### src/rtl/iwm_async_if.sv
// CPU-side and drive-side signal bundle for the IWM: the system (CPU decode plus drive models) is master, the controller is slave.
interface iwm_async_if;
    logic        selectIWM;
    logic        _cpuRW;
    logic        _cpuLDS;
    logic [3:0]  cpuAddrRegHi;
    logic [7:0]  dataIn;
    logic [15:0] dataOut;
    logic [2:0]  ca;
    logic        lstrb;
    logic [1:0]  drvEnable;
    logic        drvSelExt;
    logic [15:0] rdByte;
    logic [1:0]  rdStrobe;
    logic [1:0]  sense;
    logic [1:0]  advanceDrive;
    logic [7:0]  wrByte;
    logic [1:0]  wrStrobe;
    logic        writeActive;

    modport master (
        output selectIWM, _cpuRW, _cpuLDS, cpuAddrRegHi, dataIn, rdByte, rdStrobe, sense,
        input  dataOut, ca, lstrb, drvEnable, drvSelExt, advanceDrive, wrByte, wrStrobe, writeActive
    );
    modport slave (
        input  selectIWM, _cpuRW, _cpuLDS, cpuAddrRegHi, dataIn, rdByte, rdStrobe, sense,
        output dataOut, ca, lstrb, drvEnable, drvSelExt, advanceDrive, wrByte, wrStrobe, writeActive
    );
endinterface

### src/rtl/iwm_async.sv
// IWM floppy controller: register bits, read latch with timed clear, byte-timed write path, motor-off hold.
// Register bits visible 1 cycle after access, reads combinational; no backpressure, drives are paced by BYTE_CYCLES.
module iwm_async #(
    parameter int LATCH_CLEAR_CYCLES = 14,
    parameter int BYTE_CYCLES        = 128,
    parameter int MOTOR_OFF_CYCLES   = 8000000
) (
    input  logic       clk8,
    input  logic       _reset,
    iwm_async_if.slave bus
);
    localparam int BW = $clog2(BYTE_CYCLES + 1);
    localparam int CW = $clog2(LATCH_CLEAR_CYCLES + 1);
    localparam int MW = $clog2(MOTOR_OFF_CYCLES + 1);
    localparam logic [BW-1:0] BYTE_RELOAD = BW'(BYTE_CYCLES - 1);
    localparam logic [CW-1:0] CLEAR_LOAD  = CW'(LATCH_CLEAR_CYCLES);
    localparam logic [MW-1:0] MOTOR_LOAD  = MW'(MOTOR_OFF_CYCLES);

    typedef enum logic [1:0] {ST_IDLE, ST_ACTIVE, ST_UNDERRUN} wr_state_e;

    wr_state_e            state_q, state_d;
    logic [2:0]           ca_q, ca_d;
    logic                 lstrb_q, lstrb_d, sel_q, sel_d, q6_q, q6_d, q7_q, q7_d;
    logic [1:0]           en_req_q, en_req_d;
    logic [1:0][MW-1:0]   motor_timer_q, motor_timer_d;
    logic [4:0]           mode_q, mode_d;
    logic [7:0]           read_latch_q, read_latch_d, write_buf_q, write_buf_d, wr_byte_q, wr_byte_d;
    logic                 buf_empty_q, buf_empty_d, underrun_q, underrun_d, rd_access_q, rd_access_d;
    logic [BW-1:0]        byte_timer_q, byte_timer_d;
    logic [CW-1:0]        clear_timer_q, clear_timer_d;
    logic [1:0]           advance_q, advance_d, wr_strobe_q, wr_strobe_d, drv_en;
    logic                 access, rd_access, wr_access, write_active;
    logic [7:0]           data_out_lo;

    assign access       = bus.selectIWM & ~bus._cpuLDS;
    assign rd_access    = access & bus._cpuRW;
    assign wr_access    = access & ~bus._cpuRW;
    assign write_active = (state_q == ST_ACTIVE);

    always_comb begin
        ca_d     = ca_q;
        lstrb_d  = lstrb_q;
        en_req_d = en_req_q;
        sel_d    = sel_q;
        q6_d     = q6_q;
        q7_d     = q7_q;
        if (access) begin
            case (bus.cpuAddrRegHi[3:1])
                3'd0: ca_d[0]          = bus.cpuAddrRegHi[0];
                3'd1: ca_d[1]          = bus.cpuAddrRegHi[0];
                3'd2: ca_d[2]          = bus.cpuAddrRegHi[0];
                3'd3: lstrb_d          = bus.cpuAddrRegHi[0];
                3'd4: en_req_d[sel_q]  = bus.cpuAddrRegHi[0];
                3'd5: sel_d            = bus.cpuAddrRegHi[0];
                3'd6: q6_d             = bus.cpuAddrRegHi[0];
                3'd7: q7_d             = bus.cpuAddrRegHi[0];
            endcase
        end
    end

    // A dropped request keeps the motor spinning unless mode[2] asks for an immediate stop.
    always_comb begin
        motor_timer_d = motor_timer_q;
        for (int i = 0; i < 2; i++) begin
            if (en_req_d[i])
                motor_timer_d[i] = '0;
            else if (en_req_q[i] && !mode_q[2])
                motor_timer_d[i] = MOTOR_LOAD;
            else if (motor_timer_q[i] != '0)
                motor_timer_d[i] = motor_timer_q[i] - MW'(1);
        end
    end

    assign drv_en[0] = en_req_q[0] | (motor_timer_q[0] != '0);
    assign drv_en[1] = en_req_q[1] | (motor_timer_q[1] != '0);

    always_comb begin
        data_out_lo = 8'hEF;
        if (rd_access) begin
            case ({q7_d, q6_d})
                2'b00:   data_out_lo = read_latch_q;
                2'b01:   data_out_lo = {bus.sense[sel_d], 1'b0, |drv_en, mode_q};
                2'b10:   data_out_lo = {buf_empty_q, ~underrun_q, 6'b0};
                default: data_out_lo = 8'h00;
            endcase
        end
    end

    always_comb begin
        state_d      = state_q;
        byte_timer_d = byte_timer_q;
        buf_empty_d  = buf_empty_q;
        underrun_d   = underrun_q;
        write_buf_d  = write_buf_q;
        wr_byte_d    = wr_byte_q;
        wr_strobe_d  = '0;
        mode_d       = mode_q;
        if (!q7_q || !drv_en[sel_q]) begin
            state_d      = ST_IDLE;
            byte_timer_d = '0;
            underrun_d   = 1'b0;
            buf_empty_d  = 1'b1;
        end else begin
            case (state_q)
                ST_IDLE: begin
                    state_d      = ST_ACTIVE;
                    byte_timer_d = BYTE_RELOAD;
                end
                ST_ACTIVE: begin
                    if (byte_timer_q == '0) begin
                        byte_timer_d = BYTE_RELOAD;
                        if (!buf_empty_q) begin
                            wr_byte_d          = write_buf_q;
                            wr_strobe_d[sel_q] = 1'b1;
                            buf_empty_d        = 1'b1;
                        end else begin
                            underrun_d = 1'b1;
                            state_d    = ST_UNDERRUN;
                        end
                    end else begin
                        byte_timer_d = byte_timer_q - BW'(1);
                    end
                end
                default: ;
            endcase
        end
        // CPU data written in a transfer cycle lands after the transfer, so the buffer ends up full.
        if (wr_access && q7_d && q6_d) begin
            if (drv_en == 2'b00) begin
                mode_d = bus.dataIn[4:0];
            end else begin
                write_buf_d = bus.dataIn;
                buf_empty_d = 1'b0;
            end
        end
    end

    always_comb begin
        read_latch_d  = read_latch_q;
        clear_timer_d = clear_timer_q;
        advance_d     = '0;
        rd_access_d   = rd_access;
        if (bus.rdStrobe[sel_q] && !write_active) begin
            read_latch_d  = sel_q ? bus.rdByte[15:8] : bus.rdByte[7:0];
            clear_timer_d = mode_q[0] ? '0 : CLEAR_LOAD;
        end else if (rd_access_q && !rd_access && read_latch_q[7]) begin
            clear_timer_d = CLEAR_LOAD;
        end else if (clear_timer_q != '0) begin
            clear_timer_d = clear_timer_q - CW'(1);
            if (clear_timer_q <= CW'(2)) begin
                clear_timer_d    = '0;
                read_latch_d     = 8'h00;
                advance_d[sel_q] = 1'b1;
            end
        end
    end

    always_ff @(posedge clk8 or negedge _reset) begin
        if (!_reset) begin
            state_q       <= ST_IDLE;
            ca_q          <= '0;
            lstrb_q       <= 1'b0;
            sel_q         <= 1'b0;
            q6_q          <= 1'b0;
            q7_q          <= 1'b0;
            en_req_q      <= '0;
            motor_timer_q <= '0;
            mode_q        <= '0;
            read_latch_q  <= '0;
            write_buf_q   <= '0;
            wr_byte_q     <= '0;
            buf_empty_q   <= 1'b1;
            underrun_q    <= 1'b0;
            rd_access_q   <= 1'b0;
            byte_timer_q  <= '0;
            clear_timer_q <= '0;
            advance_q     <= '0;
            wr_strobe_q   <= '0;
        end else begin
            state_q       <= state_d;
            ca_q          <= ca_d;
            lstrb_q       <= lstrb_d;
            sel_q         <= sel_d;
            q6_q          <= q6_d;
            q7_q          <= q7_d;
            en_req_q      <= en_req_d;
            motor_timer_q <= motor_timer_d;
            mode_q        <= mode_d;
            read_latch_q  <= read_latch_d;
            write_buf_q   <= write_buf_d;
            wr_byte_q     <= wr_byte_d;
            buf_empty_q   <= buf_empty_d;
            underrun_q    <= underrun_d;
            rd_access_q   <= rd_access_d;
            byte_timer_q  <= byte_timer_d;
            clear_timer_q <= clear_timer_d;
            advance_q     <= advance_d;
            wr_strobe_q   <= wr_strobe_d;
        end
    end

    assign bus.dataOut      = {8'hBE, data_out_lo};
    assign bus.ca           = ca_q;
    assign bus.lstrb        = lstrb_q;
    assign bus.drvEnable    = drv_en;
    assign bus.drvSelExt    = sel_q;
    assign bus.advanceDrive = advance_q;
    assign bus.wrByte       = wr_byte_q;
    assign bus.wrStrobe     = wr_strobe_q;
    assign bus.writeActive  = write_active;
endmodule

### src/flat_wrapper.sv
// flat-port wrapper written by rule: the top's interface ports become plain ports
module iwm_async_flat 
#(
    parameter int LATCH_CLEAR_CYCLES = 14,
    parameter int BYTE_CYCLES        = 128,
    parameter int MOTOR_OFF_CYCLES   = 8000000
)
  (clk8, _reset, bus_selectIWM, bus__cpuRW, bus__cpuLDS, bus_cpuAddrRegHi, bus_dataIn, bus_rdByte, bus_rdStrobe, bus_sense, bus_dataOut, bus_ca, bus_lstrb, bus_drvEnable, bus_drvSelExt, bus_advanceDrive, bus_wrByte, bus_wrStrobe, bus_writeActive);
  iwm_async_if bus_i ();
  input  logic clk8;
  input  logic _reset;
  input wire logic [$bits(bus_i.selectIWM)-1:0] bus_selectIWM;
  input wire logic [$bits(bus_i._cpuRW)-1:0] bus__cpuRW;
  input wire logic [$bits(bus_i._cpuLDS)-1:0] bus__cpuLDS;
  input wire logic [$bits(bus_i.cpuAddrRegHi)-1:0] bus_cpuAddrRegHi;
  input wire logic [$bits(bus_i.dataIn)-1:0] bus_dataIn;
  input wire logic [$bits(bus_i.rdByte)-1:0] bus_rdByte;
  input wire logic [$bits(bus_i.rdStrobe)-1:0] bus_rdStrobe;
  input wire logic [$bits(bus_i.sense)-1:0] bus_sense;
  output wire logic [$bits(bus_i.dataOut)-1:0] bus_dataOut;
  output wire logic [$bits(bus_i.ca)-1:0] bus_ca;
  output wire logic [$bits(bus_i.lstrb)-1:0] bus_lstrb;
  output wire logic [$bits(bus_i.drvEnable)-1:0] bus_drvEnable;
  output wire logic [$bits(bus_i.drvSelExt)-1:0] bus_drvSelExt;
  output wire logic [$bits(bus_i.advanceDrive)-1:0] bus_advanceDrive;
  output wire logic [$bits(bus_i.wrByte)-1:0] bus_wrByte;
  output wire logic [$bits(bus_i.wrStrobe)-1:0] bus_wrStrobe;
  output wire logic [$bits(bus_i.writeActive)-1:0] bus_writeActive;
  assign bus_i.selectIWM = bus_selectIWM;
  assign bus_i._cpuRW = bus__cpuRW;
  assign bus_i._cpuLDS = bus__cpuLDS;
  assign bus_i.cpuAddrRegHi = bus_cpuAddrRegHi;
  assign bus_i.dataIn = bus_dataIn;
  assign bus_i.rdByte = bus_rdByte;
  assign bus_i.rdStrobe = bus_rdStrobe;
  assign bus_i.sense = bus_sense;
  assign bus_dataOut = bus_i.dataOut;
  assign bus_ca = bus_i.ca;
  assign bus_lstrb = bus_i.lstrb;
  assign bus_drvEnable = bus_i.drvEnable;
  assign bus_drvSelExt = bus_i.drvSelExt;
  assign bus_advanceDrive = bus_i.advanceDrive;
  assign bus_wrByte = bus_i.wrByte;
  assign bus_wrStrobe = bus_i.wrStrobe;
  assign bus_writeActive = bus_i.writeActive;
  iwm_async #(.LATCH_CLEAR_CYCLES(LATCH_CLEAR_CYCLES), .BYTE_CYCLES(BYTE_CYCLES), .MOTOR_OFF_CYCLES(MOTOR_OFF_CYCLES)) u_core (.clk8(clk8), ._reset(_reset), .bus(bus_i));
endmodule
### config.mk
export PLATFORM = sky130hd
export DESIGN_NAME = iwm_async_flat
export DESIGN_NICKNAME = d
export VERILOG_FILES = /design/src/rtl/iwm_async_if.sv /design/src/rtl/iwm_async.sv /design/src/flat_wrapper.sv
export SDC_FILE = /design/constraint.sdc
export NUM_CORES = 1
export LEC_CHECK = 0
export BUFFER_PORTS_ARGS = -buffer_cell sky130_fd_sc_hd__buf_2
export CELL_PAD_IN_SITES_DETAIL_PLACEMENT = 1
export CELL_PAD_IN_SITES_GLOBAL_PLACEMENT = 1
export CORE_UTILIZATION = 45
export DETAILED_ROUTE_END_ITERATION = 7
export PLACE_DENSITY_LB_ADDON = 0.1
export SLEW_MARGIN = 20
export SYNTH_ARGS = -nofsm -noshare
export SYNTH_HDL_FRONTEND = slang
export SYNTH_SLANG_ARGS = --single-unit
### constraint.sdc
create_clock -name clk8 -period 3.8 [get_ports clk8]
set_input_delay 0.76 -clock clk8 [delete_from_list [all_inputs] [get_ports clk8]]
set_output_delay 0.76 -clock clk8 [all_outputs]
set_load 0.05 [all_outputs]
## After elaboration in Yosys (flattened, before gate mapping)

Cells that the tools add are included.

- Bits of input ports: 37
- Output and inout bits: 36
- Flip-flop bits (word level): 105

- Multiplexer cells: 59
- Eq/ne operators: 13
- Order comparisons: 4
- Reduce and logical (&&, ||, !) cells: 42
- Bitwise logic cells: 11
- Add/subtract/negate cells: 4

Operators with widths:

| operator | count |
|---|---|
| two-way mux 23 bit | 6 |
| two-way mux 8 bit | 8 |
| nonzero test 23 bit | 2 |
| subtractor 23 x 1 -> 23 bit (second input constant) | 2 |
| two-way mux 2 bit | 13 |
| one-hot mux 8 bit (3 select lines) | 1 |
| two-way mux 1 bit | 22 |
| two-way mux 4 bit | 5 |
| one-hot mux 8 bit (2 select lines) | 1 |
| equality test 3 bit (second input constant) | 4 |
| AND reduction 2 bit | 6 |
| nonzero test 3 bit | 4 |
| nonzero test 2 bit | 5 |
| AND reduction 3 bit | 3 |
| logical AND 1 bit | 8 |
| zero test 8 bit | 1 |
| subtractor 8 x 1 -> 8 bit (second input constant) | 1 |
| equality test 3 x 2 -> 1 bit (second input constant) | 2 |
| zero test 2 bit | 3 |
| NOT 1 bit | 6 |
| zero test 1 bit | 5 |
| equality test 2 x 1 -> 1 bit (second input constant) | 2 |
| less-or-equal comparator 4 x 2 -> 1 bit (second input constant) | 1 |
| less-than comparator 1 x 2 -> 1 bit (second input constant) | 2 |
| other kinds (17) | 20 |

## Depth between registers and ports, before layout

- Depth in word-level cells: 9
- Mapped depth: 8
- Gate-level depth less buffers: 7

## Worst setup path before layout

OpenSTA, ideal clock, no wires.

- Kind: in2out
- Start point: in bus_cpuAddrRegHi[1]
- End point: out bus_dataOut[5]
- Cell stages on the path: 6
- Data arrival time: 3.015 ns
- Path slack: 0.025 ns
- Path buffers: 2
- Path through: clkbuf_1 nor2_1 mux2_2 clkbuf_1 and4_1 o31ai_1

- Cells in the longest elaborated chain, start to end: 6
- Elaborated cells between the ends (all ways): 11

Ends and longest elaborated chain:

| what | line | source |
|---|---|---|
| from (decl) | flat_wrapper.sv:15 | `input wire logic [$bits(bus_i.cpuAddrRegHi)-1:0] bus_cpuAddrRegHi;` |
| equality test 3 bit (*) | iwm_async.sv:48 | `case (bus.cpuAddrRegHi[3:1])` |
| two-way mux 1 bit (*) | iwm_async.sv:48 |  |
| two-way mux 1 bit (*) | iwm_async.sv:47 | `if (access) begin` |
| named net u_core.q6_d | iwm_async.sv:23 | `logic lstrb_q, lstrb_d, sel_q, sel_d, q6_q, q6_d, q7_q, q7_d;` |
| equality test 2 bit (tied with other cells) | iwm_async.sv:80 | `case ({q7_d, q6_d})` |
| one-hot mux 8 bit (3 select lines) (*) | iwm_async.sv:80 |  |
| two-way mux 8 bit (*) | iwm_async.sv:79 | `if (rd_access) begin` |
| to (decl) | flat_wrapper.sv:20 | `output wire logic [$bits(bus_i.dataOut)-1:0] bus_dataOut;` |

Mark *: on every way through the listed nets, which the timed path passes. The rest lies on a longest branch.

## Worst setup path after layout

- Start point: reg u_core.motor_timer_q[12] (netlist name)
- End point: out bus_dataOut[5]

- Cells in the longest elaborated chain, start to end: 5

Ends and longest elaborated chain:

| what | line | source |
|---|---|---|
| from (decl) | iwm_async.sv:25 | `logic [1:0][MW-1:0] motor_timer_q, motor_timer_d;` |
| from (signal assigned) | iwm_async.sv:187 | `motor_timer_q <= motor_timer_d;` |
| nonzero test 23 bit | iwm_async.sv:74 | `assign drv_en[0] = en_req_q[0] \| (motor_timer_q[0] != '0);` |
| OR 1 bit | iwm_async.sv:74 |  |
| OR reduction 2 bit | iwm_async.sv:82 | `2'b01: data_out_lo = {bus.sense[sel_d], 1'b0, \|drv_en, mode_q};` |
| one-hot mux 8 bit (3 select lines) | iwm_async.sv:80 |  |
| two-way mux 8 bit | iwm_async.sv:79 |  |

No other way between the ends.

==> impl_summary.txt <==
----------------------------------------------------
[Clock tree]
  H-tree levels ... 3
  Count of instances resized after the clock tree is built ... 0
  Maximum buffer depth of the clock tree ... 2
  Clock insertion delay at the later pin of the skew report ... 0.36 ns
  Quantity of hold-fixing buffers added after cts ... 0
  CTS tree ... done
  CTS sink cnt ... 105
  Root Buffer ... clkbuf_16
  Clock transition at the registers of the reported paths ... 0.07 ns
  Total clock buffers created by CTS ... 9
  Count of buffers added by post-CTS timing repair for setup ... 0

[Detailed routing]
  Total routed wire length on the met1 layer ... 6613 µm
  Number of remaining DRC errors ... 0
  Total number of vias ... 4458
  Antenna Violating Nets Remaining ... 0
  Per-cell via count in the routed design ... 5.889
  Total length of routed met2 wires ... 6920 µm
  Average routed wire per standard cell ... 18.81 µm
  Highest Signal Layer ... met4
  Met3 WL ... 554 µm
  Initial detailed-routing violation count ... 258
  Drt first pass iters ... 4
  DRT Wirelength ... 14240 µm

[Global routing]
  Via count of the first global-routing pass ... 4702
  Total routing resource utilization after global routing ... 23.81%
  Antenna violations before repair ... 0
  Overflow after GRT ... 0
  First-pass GRT wire length ... 23710 µm
  Maximum number of pins on one net before global-route repair ... 63

[Die]
  Total number of placement rows ... 40
  DIE HEIGHT ... 112.6 µm
  Initial core utilization ... 46.03%
  Num ports ... 73
  Die Area ... 12680 µm²
  Die width ... 112.6 µm
  Core area ... 11960 µm²

[Worst setup path]
  Number of buffer and inverter stages on the critical path ... 1
  Setup crit end kind ... primary output
  Startpoint kind of the worst setup timing path ... flip-flop
  Slowest cell on crit path ... or4_1
  Critical Setup Path Class ... reg2out
  Arrival time reported for the critical path endpoint ... 2.85 ns
  Required time worst endpoint ... 3.04 ns
  Slowest cell delay on critical path ... 0.63 ns
  Critical-path cell list ... or4_4, or4_1, nor3_1, and4_1, o31ai_1, buf_2
  Internal reg-to-reg setup slack ... 0.60 ns
  Worst Path Max Fanout ... 5
  Crit-path leading delay family ... simple AND/OR/NAND/NOR gates

[Timing]
  Pin slew with the least headroom to its limit ... 1.090 ns
  Shortest clock period the worst path allows after layout ... 3.609 ns
  Slew Viols, Final ... 0
  Clock skew ... 0.008230 ns
  Final clock period utilization by the worst path ... 94.97%
  Setup_tns ... 0 ns
  Highest clock frequency the design can meet ... 277.1 MHz
  Number of setup violations in the final report ... 0
  Setup WS post-layout ... 0.1910 ns
  Hold violation total from the final report ... 0
  Max-Slew Margin vs Limit ... 26.82%
  Unrepaired setup endpoints after global routing ... false
  Worst hold-check slack ... 0.4997 ns

[Power]
  Pwr Density ... 827.8 nW/µm²
  Maximum vdd drop ... 0.0003293 V
  Final total power ... 5.222 mW
  Static leakage ... 2.837 nW

[Cells and area]
  Number of antenna diodes ... 0
  Synthesis-to-layout area growth ... 14.59%
  Utilization of the core after routing ... 52.74%
  Fraction of layout cells with a size suffix above 1 ... 22.62%
  Most common library cell in the layout ignoring fill and taps ... dfrtp_1
  Most frequent cells in the layout ... 104 x dfrtp_1, 63 x buf_2, 52 x nor2_1
  Footprint of the multi-input gates ... 2693 µm²
  Sequential cell area ... 2629 µm²
  Fill count ... 1342
  Nets@finish ... 649

[Min path]
  Tightest Hold Check Type ... in2async

[Synthesis]
  Area leader, netlist ... dfrtp_1
  Largest cells by area after synthesis ... dfrtp_1 47%, mux2_2 6.1%, nor2_1 3.5%
  Yosys warning total ... 0
  Area fraction of the dominant cell type after synthesis ... 47.27%
  Synth Register Bits ... 105
  Flip-flop cell with the highest count after synthesis ... dfrtp_1
  Seq/Total Area, Yosys ... 47.75%
  Synthesized netlist cell count ... 538
  Cell Area, Synth ... 5505 µm²
  Ys async rst share ... 100.0%
  Mean Syn Cell Area ... 10.23 µm²
  Netlist cell types ... 63
  Number of synthesized flops with an enable pin ... 0

[Run]
  Number of violations of the max-capacitance limit ... 0

[Placed design]
  GPL Wtd Cong ... 0.8293
  Place WS ... 0.6087 ns
  Total of buffers placed on input and output ports ... 64
  Dpl hpwl ... 10280 µm

[Outcome]
  Run status ... complete, no violations

----------------------------------------------------
per-layer routing:
layer / track usage (%) / vias up
met2: 40.33 / 84
met5: 0 / -
li1: - / 2094
met3: 5.508 / 11
met1: 31.06 / 2269
met4: 5.333 / 0
synthesized netlist by cell type, types with 3 or more instances:
cell,number
dfrtp_1,104
nor2_1,52
mux2_2,30
a21oi_1,27
o21ai_0,24
inv_1,21
nor3_1,18
mux2i_1,17
nand2_1,16
xnor2_1,16
nor4_1,15
xor2_1,15
clkbuf_1,14
nand3_1,12
or3_1,11
o211ai_1,10
o2bb2ai_1,10
buf_4,8
nand2b_1,8
ha_1,7
or4_1,7
a31oi_1,6
nand4_1,6
o31ai_1,6
or2_2,6
a211oi_1,5
nor4b_1,5
a311oi_1,4
and2_1,4
nand4b_1,4
a211o_1,3
nand3b_1,3
nor3b_1,3
final cells by class:
class                      instances  share of cell area (%)
clock buffer                       9                   3.570
clock inverter                     7                   1.111
inverter                          22                   1.309
multi-input combinational        391                   42.68
sequential                       105                   41.67
tap                              147                   2.916
timing repair buffer              76                   6.743
path summary, 6_finish.rpt:
path / start / cells after the start / to
worst max register to register: u_core.motor_timer_q[12] / 5 / u_core.mode_q[4]
worst min register to register: u_core.read_latch_q[1] / 1 / u_core.read_latch_q[1]
worst min-delay path: _reset / 1 / u_core.byte_timer_q[5]
max in group asynchronous: _reset / 2 / u_core.motor_timer_q[9]
worst max-delay path: u_core.motor_timer_q[12] / 6 / bus_dataOut[5]
min in group clk8: u_core.read_latch_q[1] / 1 / u_core.read_latch_q[1]
cell families (layout without fill, tap and decap cells):
group                    Yosys count  in the layout  synth area share [%]
buffers and inverters             48            114                 3.864
XOR/XNOR                          31             31                 4.932
other                              2              8                0.1364
AND/OR/NAND/NOR                  184            184                 18.75
adder cells (fa/ha/maj)            7              7                 1.591
flip-flops                       105            105                 47.75
AO/OA/AOI/OAI                    114            114                 13.75
multiplexers                      47             47                 9.227
sequential cells by signal, summed over array words and instances, names as in the netlist:
name / flops
u_core.buf_empty_q: 1
u_core.clear_timer_q: 4
u_core.bus.lstrb: 1
u_core.read_latch_q: 8
u_core.mode_q: 5
u_core.en_req_q: 2
u_core.q6_q: 1
u_core.underrun_q: 1
u_core.bus.wrStrobe: 2
u_core.bus.wrByte: 8
u_core.q7_q: 1
u_core.bus.advanceDrive: 2
u_core.bus.ca: 3
u_core.write_buf_q: 8
u_core.motor_timer_q: 46
u_core.byte_timer_q: 8
u_core.bus.drvSelExt: 1
u_core.state_q: 2
u_core.rd_access_q: 1
report_power, final:
part / total [mW] / switching, mW / leakage, nW / internal, mW
clock: 0.932 / 0.468 / 0.142 / 0.465
combinational: 2.45 / 1.49 / 1.33 / 0.964
sequential: 1.84 / 0.366 / 1.37 / 1.47
metrics by stage:
| step | cell area [µm²] | cells |
|---|---|---|
| after floorplan | 5528 | 544 |
| after global placement | 6007 | 741 |
| after detailed placement | 6007 | 741 |
| after CTS | 6302 | 757 |
| after global routing | 6309 | 757 |
| final | 6309 | 757 |
(Power assumes the default switching activity.)
